<file path="src/rtl/pcileech_wifi_pkg.sv">
// -----------------------------------------------------------------------------
// pcileech_wifi_pkg
// Shared types and constants for the fake Wi-Fi link sequencer and the BAR
// register bank that exposes it.
//   link_state_e : connection state encoding as seen in LINK_STATUS
//   cmd_op_e     : host command codes decoded from the CMD register
//   evt_t        : bundle of the one-cycle event pulses
//   BAR_*        : byte offsets of the BAR registers
// -----------------------------------------------------------------------------
package pcileech_wifi_pkg;

  typedef enum logic [2:0] {
    ST_IDLE    = 3'd0,
    ST_SCAN    = 3'd1,
    ST_AUTH    = 3'd2,
    ST_ASSOC   = 3'd3,
    ST_CONN    = 3'd4,
    ST_BACKOFF = 3'd5
  } link_state_e;

  typedef enum logic [1:0] {
    OP_NOP        = 2'd0,
    OP_SCAN       = 2'd1,
    OP_CONNECT    = 2'd2,
    OP_DISCONNECT = 2'd3
  } cmd_op_e;

  typedef struct packed {
    logic scan_done;
    logic evt_connected;
    logic evt_lost;
    logic evt_fail;
    logic err_badidx;
  } evt_t;

  localparam logic [7:0] BAR_LINK_STATUS = 8'h00;
  localparam logic [7:0] BAR_SELECT      = 8'h04;
  localparam logic [7:0] BAR_SSID        = 8'h08;
  localparam logic [7:0] BAR_RSSI        = 8'h0C;
  localparam logic [7:0] BAR_SCAN_COUNT  = 8'h10;
  localparam logic [7:0] BAR_SCAN_ENTRY  = 8'h14;
  localparam logic [7:0] BAR_CMD         = 8'h18;

endpackage

</file>
<file path="src/rtl/pcileech_wifi_link_sequencer_if.sv">
// -----------------------------------------------------------------------------
// pcileech_wifi_link_sequencer_if
// Bundle between the BAR write/read paths (master) and the link sequencer
// (slave).
//   master drives : cmd_valid, cmd_op, cmd_idx, rssi_tbl, auth_fail
//   slave drives  : cmd_ready, link_state, link_up, cur_idx, cur_rssi,
//                   retry_cnt, scan_done, evt_connected, evt_lost, evt_fail,
//                   err_badidx
// rssi_tbl entry i is bits [8i+7:8i].
// -----------------------------------------------------------------------------
interface pcileech_wifi_link_sequencer_if #(
  parameter int unsigned NUM_NETS = 4
);

  logic                  cmd_valid;
  logic                  cmd_ready;
  logic [1:0]            cmd_op;
  logic [7:0]            cmd_idx;
  logic [8*NUM_NETS-1:0] rssi_tbl;
  logic                  auth_fail;

  logic [2:0]            link_state;
  logic                  link_up;
  logic [7:0]            cur_idx;
  logic [7:0]            cur_rssi;
  logic [1:0]            retry_cnt;
  logic                  scan_done;
  logic                  evt_connected;
  logic                  evt_lost;
  logic                  evt_fail;
  logic                  err_badidx;

  modport master (
    output cmd_valid, cmd_op, cmd_idx, rssi_tbl, auth_fail,
    input  cmd_ready, link_state, link_up, cur_idx, cur_rssi, retry_cnt,
           scan_done, evt_connected, evt_lost, evt_fail, err_badidx
  );

  modport slave (
    input  cmd_valid, cmd_op, cmd_idx, rssi_tbl, auth_fail,
    output cmd_ready, link_state, link_up, cur_idx, cur_rssi, retry_cnt,
           scan_done, evt_connected, evt_lost, evt_fail, err_badidx
  );

endinterface

</file>
<file path="src/rtl/pcileech_wifi_dwell_timer.sv">
// -----------------------------------------------------------------------------
// pcileech_wifi_dwell_timer
// 32-bit up counter that wraps to zero after reaching i_limit-1.
//   clk, rst   : clock, synchronous active-high reset
//   i_clear    : restart at zero on the next cycle (state entry)
//   i_periodic : qualifies o_wrap (free-running period mode)
//   i_limit    : period / dwell length in cycles
//   o_expire   : high on the last cycle of the period (count == limit-1)
//   o_wrap     : o_expire while in periodic mode
// A state with dwell T therefore sees o_expire on its T-th cycle.
// -----------------------------------------------------------------------------
module pcileech_wifi_dwell_timer (
  input  logic        clk,
  input  logic        rst,
  input  logic        i_clear,
  input  logic        i_periodic,
  input  logic [31:0] i_limit,
  output logic        o_expire,
  output logic        o_wrap
);

  logic [31:0] r_count;
  logic        w_terminal;

  assign w_terminal = (r_count == (i_limit - 32'd1));
  assign o_expire   = w_terminal;
  assign o_wrap     = w_terminal && i_periodic;

  always_ff @(posedge clk) begin
    if (rst || i_clear) begin
      r_count <= 32'd0;
    end else if (w_terminal) begin
      r_count <= 32'd0;
    end else begin
      r_count <= r_count + 32'd1;
    end
  end

endmodule

</file>
<file path="src/rtl/pcileech_wifi_link_sequencer.sv">
// -----------------------------------------------------------------------------
// pcileech_wifi_link_sequencer
// Owns the fake Wi-Fi connection state shown through the BAR bank. Accepts
// SCAN / CONNECT / DISCONNECT commands and walks SCAN -> AUTH -> ASSOC -> CONN
// with timed dwells, auth retry via BACKOFF, and RSSI drift while connected.
//   clk, rst : clock, synchronous active-high reset
//   bus      : slave side of pcileech_wifi_link_sequencer_if (command
//              handshake, RSSI table, fault inject, status and event pulses)
// All status outputs and pulses are registered; cmd_ready is decoded from
// the state register.
// -----------------------------------------------------------------------------
module pcileech_wifi_link_sequencer
  import pcileech_wifi_pkg::*;
#(
  parameter int unsigned NUM_NETS    = 4,
  parameter int unsigned T_SCAN      = 1000,
  parameter int unsigned T_AUTH      = 500,
  parameter int unsigned T_ASSOC     = 500,
  parameter int unsigned T_BACKOFF   = 200,
  parameter int unsigned MAX_RETRY   = 2,
  parameter int unsigned RSSI_FLOOR  = 45,
  parameter int unsigned RSSI_PERIOD = 256
) (
  input logic                           clk,
  input logic                           rst,
  pcileech_wifi_link_sequencer_if.slave bus
);

  localparam int unsigned IDX_W = (NUM_NETS > 1) ? $clog2(NUM_NETS) : 1;

  link_state_e r_state, w_state_next;
  logic        r_pending, w_pending_next;
  logic [1:0]  r_retry_cnt, w_retry_cnt_next;
  logic [7:0]  r_cur_idx, w_cur_idx_next;
  logic [7:0]  r_cur_rssi, w_cur_rssi_next;
  evt_t        r_evt, w_evt_next;

  logic [31:0] w_limit;
  logic        w_expire;
  logic        w_wrap;
  logic        w_clear;
  logic        w_ready;
  logic        w_accept;
  logic        w_idx_ok;
  logic        w_bad_connect;
  cmd_op_e     w_op;
  logic [7:0]  w_base_rssi;
  logic [7:0]  w_rssi_arr [NUM_NETS];

  // Unpack the flat table so the base RSSI is a plain array lookup.
  generate
    for (genvar gi = 0; gi < NUM_NETS; gi++) begin : g_rssi
      assign w_rssi_arr[gi] = bus.rssi_tbl[8*gi +: 8];
    end
  endgenerate

  // cur_idx only ever latches an in-range index, so the low bits suffice.
  assign w_base_rssi   = w_rssi_arr[r_cur_idx[IDX_W-1:0]];

  assign w_op          = cmd_op_e'(bus.cmd_op);
  assign w_ready       = (r_state == ST_IDLE) || (r_state == ST_CONN) ||
                         (r_state == ST_BACKOFF);
  assign w_accept      = bus.cmd_valid && w_ready;
  assign w_idx_ok      = (bus.cmd_idx < 8'(NUM_NETS));
  assign w_bad_connect = w_accept && (w_op == OP_CONNECT) && !w_idx_ok;

  // Timer restarts on every state change; in CONN it free-runs as the
  // RSSI drift period.
  assign w_clear = (w_state_next != r_state);

  always_comb begin
    w_limit = 32'(RSSI_PERIOD);
    case (r_state)
      ST_SCAN:    w_limit = 32'(T_SCAN);
      ST_AUTH:    w_limit = 32'(T_AUTH);
      ST_ASSOC:   w_limit = 32'(T_ASSOC);
      ST_BACKOFF: w_limit = 32'(T_BACKOFF);
      default:    w_limit = 32'(RSSI_PERIOD);
    endcase
  end

  pcileech_wifi_dwell_timer u_timer (
    .clk        (clk),
    .rst        (rst),
    .i_clear    (w_clear),
    .i_periodic (r_state == ST_CONN),
    .i_limit    (w_limit),
    .o_expire   (w_expire),
    .o_wrap     (w_wrap)
  );

  always_comb begin
    w_state_next     = r_state;
    w_pending_next   = r_pending;
    w_retry_cnt_next = r_retry_cnt;
    w_cur_idx_next   = r_cur_idx;
    w_cur_rssi_next  = r_cur_rssi;
    w_evt_next       = '0;

    // An out-of-range CONNECT only raises the error pulse, whatever the state.
    w_evt_next.err_badidx = w_bad_connect;

    case (r_state)
      ST_IDLE: begin
        if (w_accept && (w_op == OP_SCAN)) begin
          w_state_next   = ST_SCAN;
          w_pending_next = 1'b0;
        end else if (w_accept && (w_op == OP_CONNECT) && w_idx_ok) begin
          w_state_next     = ST_SCAN;
          w_pending_next   = 1'b1;
          w_retry_cnt_next = 2'd0;
          w_cur_idx_next   = bus.cmd_idx;
        end
      end

      ST_SCAN: begin
        if (w_expire) begin
          if (r_pending) begin
            w_state_next = ST_AUTH;
          end else begin
            w_state_next         = ST_IDLE;
            w_evt_next.scan_done = 1'b1;
          end
        end
      end

      ST_AUTH: begin
        if (w_expire) begin
          if (!bus.auth_fail) begin
            w_state_next = ST_ASSOC;
          end else if (r_retry_cnt < 2'(MAX_RETRY)) begin
            w_state_next     = ST_BACKOFF;
            w_retry_cnt_next = r_retry_cnt + 2'd1;
          end else begin
            w_state_next        = ST_IDLE;
            w_pending_next      = 1'b0;
            w_evt_next.evt_fail = 1'b1;
          end
        end
      end

      ST_ASSOC: begin
        if (w_expire) begin
          w_state_next             = ST_CONN;
          w_cur_rssi_next          = w_base_rssi;
          w_evt_next.evt_connected = 1'b1;
        end
      end

      ST_CONN: begin
        // Any accepted command takes the cycle; drift only when idle.
        if (w_accept) begin
          if (w_op == OP_DISCONNECT) begin
            w_state_next        = ST_IDLE;
            w_pending_next      = 1'b0;
            w_cur_rssi_next     = 8'd0;
            w_evt_next.evt_lost = 1'b1;
          end else if ((w_op == OP_CONNECT) && w_idx_ok) begin
            // Roam: straight to AUTH on the new network, no scan.
            w_state_next        = ST_AUTH;
            w_pending_next      = 1'b1;
            w_retry_cnt_next    = 2'd0;
            w_cur_idx_next      = bus.cmd_idx;
            w_cur_rssi_next     = 8'd0;
            w_evt_next.evt_lost = 1'b1;
          end
        end else if (w_wrap) begin
          if (r_cur_rssi > 8'(RSSI_FLOOR)) begin
            w_cur_rssi_next = r_cur_rssi - 8'd1;
          end else begin
            w_cur_rssi_next = w_base_rssi;
          end
        end
      end

      ST_BACKOFF: begin
        // DISCONNECT beats a same-cycle expiry.
        if (w_accept && (w_op == OP_DISCONNECT)) begin
          w_state_next   = ST_IDLE;
          w_pending_next = 1'b0;
        end else if (w_expire) begin
          w_state_next = ST_AUTH;
        end
      end

      default: begin
        w_state_next = ST_IDLE;
      end
    endcase
  end

  always_ff @(posedge clk) begin
    if (rst) begin
      r_state     <= ST_IDLE;
      r_pending   <= 1'b0;
      r_retry_cnt <= 2'd0;
      r_cur_idx   <= 8'd0;
      r_cur_rssi  <= 8'd0;
      r_evt       <= '0;
    end else begin
      r_state     <= w_state_next;
      r_pending   <= w_pending_next;
      r_retry_cnt <= w_retry_cnt_next;
      r_cur_idx   <= w_cur_idx_next;
      r_cur_rssi  <= w_cur_rssi_next;
      r_evt       <= w_evt_next;
    end
  end

  assign bus.cmd_ready     = w_ready;
  assign bus.link_state    = r_state;
  assign bus.link_up       = (r_state == ST_CONN);
  assign bus.cur_idx       = r_cur_idx;
  assign bus.cur_rssi      = r_cur_rssi;
  assign bus.retry_cnt     = r_retry_cnt;
  assign bus.scan_done     = r_evt.scan_done;
  assign bus.evt_connected = r_evt.evt_connected;
  assign bus.evt_lost      = r_evt.evt_lost;
  assign bus.evt_fail      = r_evt.evt_fail;
  assign bus.err_badidx    = r_evt.err_badidx;

endmodule

</file>
<file path="src/flat_wrapper.sv">
// flat-port wrapper written by rule: the top's interface ports become plain ports
module pcileech_wifi_link_sequencer_flat import pcileech_wifi_pkg::*;
#(
  parameter int unsigned NUM_NETS    = 4,
  parameter int unsigned T_SCAN      = 1000,
  parameter int unsigned T_AUTH      = 500,
  parameter int unsigned T_ASSOC     = 500,
  parameter int unsigned T_BACKOFF   = 200,
  parameter int unsigned MAX_RETRY   = 2,
  parameter int unsigned RSSI_FLOOR  = 45,
  parameter int unsigned RSSI_PERIOD = 256
)
  (clk, rst, bus_cmd_valid, bus_cmd_op, bus_cmd_idx, bus_rssi_tbl, bus_auth_fail, bus_cmd_ready, bus_link_state, bus_link_up, bus_cur_idx, bus_cur_rssi, bus_retry_cnt, bus_scan_done, bus_evt_connected, bus_evt_lost, bus_evt_fail, bus_err_badidx);
  pcileech_wifi_link_sequencer_if #(.NUM_NETS(NUM_NETS)) bus_i ();
  input logic clk;
  input logic rst;
  input wire logic [$bits(bus_i.cmd_valid)-1:0] bus_cmd_valid;
  input wire logic [$bits(bus_i.cmd_op)-1:0] bus_cmd_op;
  input wire logic [$bits(bus_i.cmd_idx)-1:0] bus_cmd_idx;
  input wire logic [$bits(bus_i.rssi_tbl)-1:0] bus_rssi_tbl;
  input wire logic [$bits(bus_i.auth_fail)-1:0] bus_auth_fail;
  output wire logic [$bits(bus_i.cmd_ready)-1:0] bus_cmd_ready;
  output wire logic [$bits(bus_i.link_state)-1:0] bus_link_state;
  output wire logic [$bits(bus_i.link_up)-1:0] bus_link_up;
  output wire logic [$bits(bus_i.cur_idx)-1:0] bus_cur_idx;
  output wire logic [$bits(bus_i.cur_rssi)-1:0] bus_cur_rssi;
  output wire logic [$bits(bus_i.retry_cnt)-1:0] bus_retry_cnt;
  output wire logic [$bits(bus_i.scan_done)-1:0] bus_scan_done;
  output wire logic [$bits(bus_i.evt_connected)-1:0] bus_evt_connected;
  output wire logic [$bits(bus_i.evt_lost)-1:0] bus_evt_lost;
  output wire logic [$bits(bus_i.evt_fail)-1:0] bus_evt_fail;
  output wire logic [$bits(bus_i.err_badidx)-1:0] bus_err_badidx;
  assign bus_i.cmd_valid = bus_cmd_valid;
  assign bus_i.cmd_op = bus_cmd_op;
  assign bus_i.cmd_idx = bus_cmd_idx;
  assign bus_i.rssi_tbl = bus_rssi_tbl;
  assign bus_i.auth_fail = bus_auth_fail;
  assign bus_cmd_ready = bus_i.cmd_ready;
  assign bus_link_state = bus_i.link_state;
  assign bus_link_up = bus_i.link_up;
  assign bus_cur_idx = bus_i.cur_idx;
  assign bus_cur_rssi = bus_i.cur_rssi;
  assign bus_retry_cnt = bus_i.retry_cnt;
  assign bus_scan_done = bus_i.scan_done;
  assign bus_evt_connected = bus_i.evt_connected;
  assign bus_evt_lost = bus_i.evt_lost;
  assign bus_evt_fail = bus_i.evt_fail;
  assign bus_err_badidx = bus_i.err_badidx;
  pcileech_wifi_link_sequencer #(.NUM_NETS(NUM_NETS), .T_SCAN(T_SCAN), .T_AUTH(T_AUTH), .T_ASSOC(T_ASSOC), .T_BACKOFF(T_BACKOFF), .MAX_RETRY(MAX_RETRY), .RSSI_FLOOR(RSSI_FLOOR), .RSSI_PERIOD(RSSI_PERIOD)) u_core (.clk(clk), .rst(rst), .bus(bus_i));
endmodule
</file>
<file path="config.mk">
export PLATFORM = sky130hd
export DESIGN_NAME = pcileech_wifi_link_sequencer_flat
export DESIGN_NICKNAME = d
export VERILOG_FILES = /design/src/rtl/pcileech_wifi_pkg.sv /design/src/rtl/pcileech_wifi_link_sequencer_if.sv /design/src/rtl/pcileech_wifi_dwell_timer.sv /design/src/rtl/pcileech_wifi_link_sequencer.sv /design/src/flat_wrapper.sv
export SDC_FILE = /design/constraint.sdc
export NUM_CORES = 1
export LEC_CHECK = 0
export BUFFER_PORTS_ARGS = -buffer_cell sky130_fd_sc_hd__buf_2
export CORE_AREA = 2 2 88 90
export CTS_BUF_LIST = sky130_fd_sc_hd__clkbuf_16
export DETAILED_ROUTE_END_ITERATION = 12
export DIE_AREA = 0 0 90 92
export GPL_TIMING_DRIVEN = 0
export MAX_ROUTING_LAYER = met4
export PLACE_DENSITY = 0.86
export SLEW_MARGIN = 30
export SYNTH_ARGS = -nofsm -noshare
export SYNTH_HDL_FRONTEND = slang
export SYNTH_HIERARCHICAL = 1
export SYNTH_SLANG_ARGS = --single-unit
</file>
<file path="constraint.sdc">
create_clock -name clk -period 10.6 [get_ports clk]
set_input_delay 1.06 -clock clk [delete_from_list [all_inputs] [get_ports clk]]
set_output_delay 1.06 -clock clk [all_outputs]
set_load 0.1 [all_outputs]
</file>
==> flow_metrics.tcl <==
set metrics [dict create \
    outcome "finished clean" \
    areaGrowthSynthToFinish_pct 27.72 \
    cts.sinks 59 \
    fmax_mhz 162.6 \
    utilization_pct 76.09 \
    synth-edff-count 0 \
    io_pins 74 \
    synth_ff_type "dfxtp_1" \
    met1_usage_pct 34.43 \
    slew_viol_final 0 \
    slew_headroom_pct 44.26 \
    rsz0062_at_grt "no" \
    nNetsFinal 791 \
    cts_root_buf "clkbuf_16" \
    vias 4706 \
    avgSynthCellArea_um2 8.052 \
    layout_min_cycle_time_ns 6.149 \
    antenna_found_initial 0 \
    crit_family "simple AND/OR/NAND/NOR gates" \
    detail-route-antenna-nets 0 \
    cp_slowest_cell "or4_1" \
    dr.pass1.iters 6 \
    globalplace.congestion 0.9227 \
    use_met2_pct 54.20 \
    fin_crit_sh_pct 58.01 \
    crit_arrival_ns 6.36 \
    cts-buffers-inserted 9 \
    htreeDepth 3 \
    yosys_warnings 6 \
    p_per_area_mw_per_mm2 113.3 \
    drv_cap 0 \
    start_kind "flip-flop" \
    worst-path-buf-inv 7 \
    clock_latency_ns 0.33 \
    yosysSeqAreaShare_pct 26.62 \
    leakage_nw 2.431 \
    critical_path_class "flip-flop to flip-flop" \
    power.total_uw 642.2 \
    overflow 0 \
    antenna_cells 0 \
    fp.dieH_um 92 \
    grt_use_met3_pct 4.930 \
    wl_um 11720 \
    max-vdd-ir-drop_uv 95.44 \
    setup_slack_ns 4.451 \
    path_common_cell "clkbuf_1" \
    critPathMaxFanout 10 \
    busiest_layer "met2" \
    cts_buffer_depth 2 \
    hold_viol_final 0 \
    vias_per_cell 5.550 \
    synthArstFlopShare_pct 0 \
    worstMarginPinSlew_ns 0.8330 \
    synth_area_mm2 0.004437 \
    cts_tree "built" \
    hpwl_um 8656 \
    core.rowCount 32 \
    wl_per_cell_um 13.82 \
    start_util_pct 59.58 \
    skew_ns 0.004088 \
    max_stage_delay_ns 0.58 \
    io_buffers 72 \
    required_ns 10.81 \
    crit_chain "buf_6 -> inv_1 -> nand2_1 -> inv_1 -> nand2_1 -> nor3_1 -> nand3_1 -> or4_1 -> a211oi_1 -> nand4_1 -> nor4_4 -> buf_4 -> clkbuf_1 -> nand2b_1 -> a21bo_2 -> a32oi_1 -> o22ai_2 -> xnor2_1 -> o211ai_1 -> clkbuf_1 -> clkbuf_1 -> nor4_1" \
    drcViolationCount 0 \
    hold_path.class "flip-flop to flip-flop" \
    cts_resized 0 \
    place_ws_ns 4.709 \
    drt_iter0_drc 379 \
    setup_viol 0 \
    cp-end-kind "flip-flop" \
    grt_pass1_wl_um 20190 \
    ys_ff_latch 59 \
    fp.coreArea_mm2 0.007447 \
    grtUsageTotal_pct 30.33 \
    grt_pass1_vias 4600 \
    die_x_um 90 \
    postCtsSetupBuffers 0 \
    cts_hold_buffers 0 \
    dieArea_mm2 0.008280 \
    synth_cell_types 75 \
    fin_tns_setup_ns 0 \
    grt_max_degree 12 \
    clk_pin_slew_ns 0.05 \
    drive_gt1_share_pct 17.16 \
    synth_cells 551 \
]
[synth_stat cells (3+ instances only)]
cell type	count	area (um2)
a22oi_1	3	22.52
mux2i_1	5	50.05
and2_1	9	56.30
a211oi_1	7	52.55
ha_1	4	50.05
dfxtp_1	59	1181
o31a_1	4	35.03
and4_1	3	26.28
nand4_1	13	81.33
a21oi_1	19	95.09
o21ai_0	17	85.08
mux4_2	8	180.2
nand3_1	27	135.1
nor2_1	57	214.0
clkbuf_1	16	60.06
nor4_1	45	281.5
inv_1	13	48.80
or4_1	6	45.04
o211ai_1	5	37.54
buf_2	6	30.03
nand2b_1	5	31.28
buf_6	4	45.04
xor2_1	31	271.5
nand2_1	41	153.9
and3_1	13	81.33
buf_4	4	30.03
nor3_1	20	100.1
nor2b_1	8	50.05
xnor2_1	40	350.3
[layout make-up]
cell class	count	area, um2
Buffer	32	172.7
Clock buffer	9	225.2
Clock inverter	7	115.1
Fill cell	560	1780
Inverter	14	53.80
Multi-Input combinational cell	553	3431
Sequential cell	59	1181
Tap cell	102	127.6
Timing Repair Buffer	72	360.3
[where the power goes]
part | total, mW | internal, mW | switching [mW]
Sequential | 0.227 | 0.224 | 0.00337
Clock | 0.333 | 0.229 | 0.105
Combinational | 0.0817 | 0.0304 | 0.0513
[worst paths after layout]
check	slack, ns	cells past startpoint	end	startpoint
worst max-delay path	4.45	22	u_core/u_timer/r_count[5]	u_core/bus.link_state[1]
worst min-delay path	0.45	1	u_core/bus.cur_idx[6]	u_core/bus.cur_idx[6]
worst max register to register	4.45	22	u_core/u_timer/r_count[5]	u_core/bus.link_state[1]
worst min register to register	0.45	1	u_core/bus.cur_idx[6]	u_core/bus.cur_idx[6]
[cells in the final DEF (no fill, tap or decap), types with 6 or more instances in the layout]
cell	instances
conb_1	108
and2_1	9
nand3_1	27
mux4_2	8
xnor2_1	40
inv_1	13
nor4_1	45
nor2_1	57
clkbuf_1	16
nor3_1	20
nand4_1	13
a21oi_1	19
nor2b_1	8
or4_1	6
xor2_1	31
buf_2	78
and3_1	13
a211oi_1	7
nand2_1	41
dfxtp_1	59
o21ai_0	17
clkbuf_16	9
[metrics by stage]
| step | cell area [um2] | hold slack [ns] | cells |
|---|---|---|---|
| floorplan | 4838 | 0.4145 | 658 |
| global placement | 5326 | 0.4382 | 832 |
| detailed placement | 5326 | 0.4398 | 832 |
| CTS | 5667 | 0.4542 | 848 |
| global route | 5667 | 0.4712 | 848 |
| finish | 5667 | 0.4496 | 848 |
[logic make-up after synthesis]
kind of cell / count (synthesis) / synth area share (%)
AND/OR/NAND/NOR: 267 / 32.43
multiplexers: 15 / 5.697
buffers and inverters: 46 / 5.104
adder cells (fa/ha/maj): 4 / 1.128
XOR/XNOR: 71 / 14.02
other: 1 / 0.08452
flip-flops: 59 / 26.62
AO/OA/AOI/OAI: 88 / 14.92
[layer usage]
layer	routed length [um]	vias up	part of all wire (%)
met5	0	-	0
met4	266	0	2.3
met3	758	33	6.5
met2	5910	219	50
met1	4784	2149	41
li1	-	2305	-
[state kept, by name (all words and copies together) (netlist names)]
register and count:
u_core/bus.cur_idx 8, u_core/bus.cur_rssi 8, u_core/bus.err_badidx 1, u_core/bus.evt_connected 1, u_core/bus.evt_fail 1, u_core/bus.evt_lost 1, u_core/bus.link_state 3, u_core/bus.retry_cnt 2
u_core/bus.scan_done 1, u_core/r_pending 1, u_core/u_timer/r_count 32
Note: power is estimated with default switching activity, not from simulation.
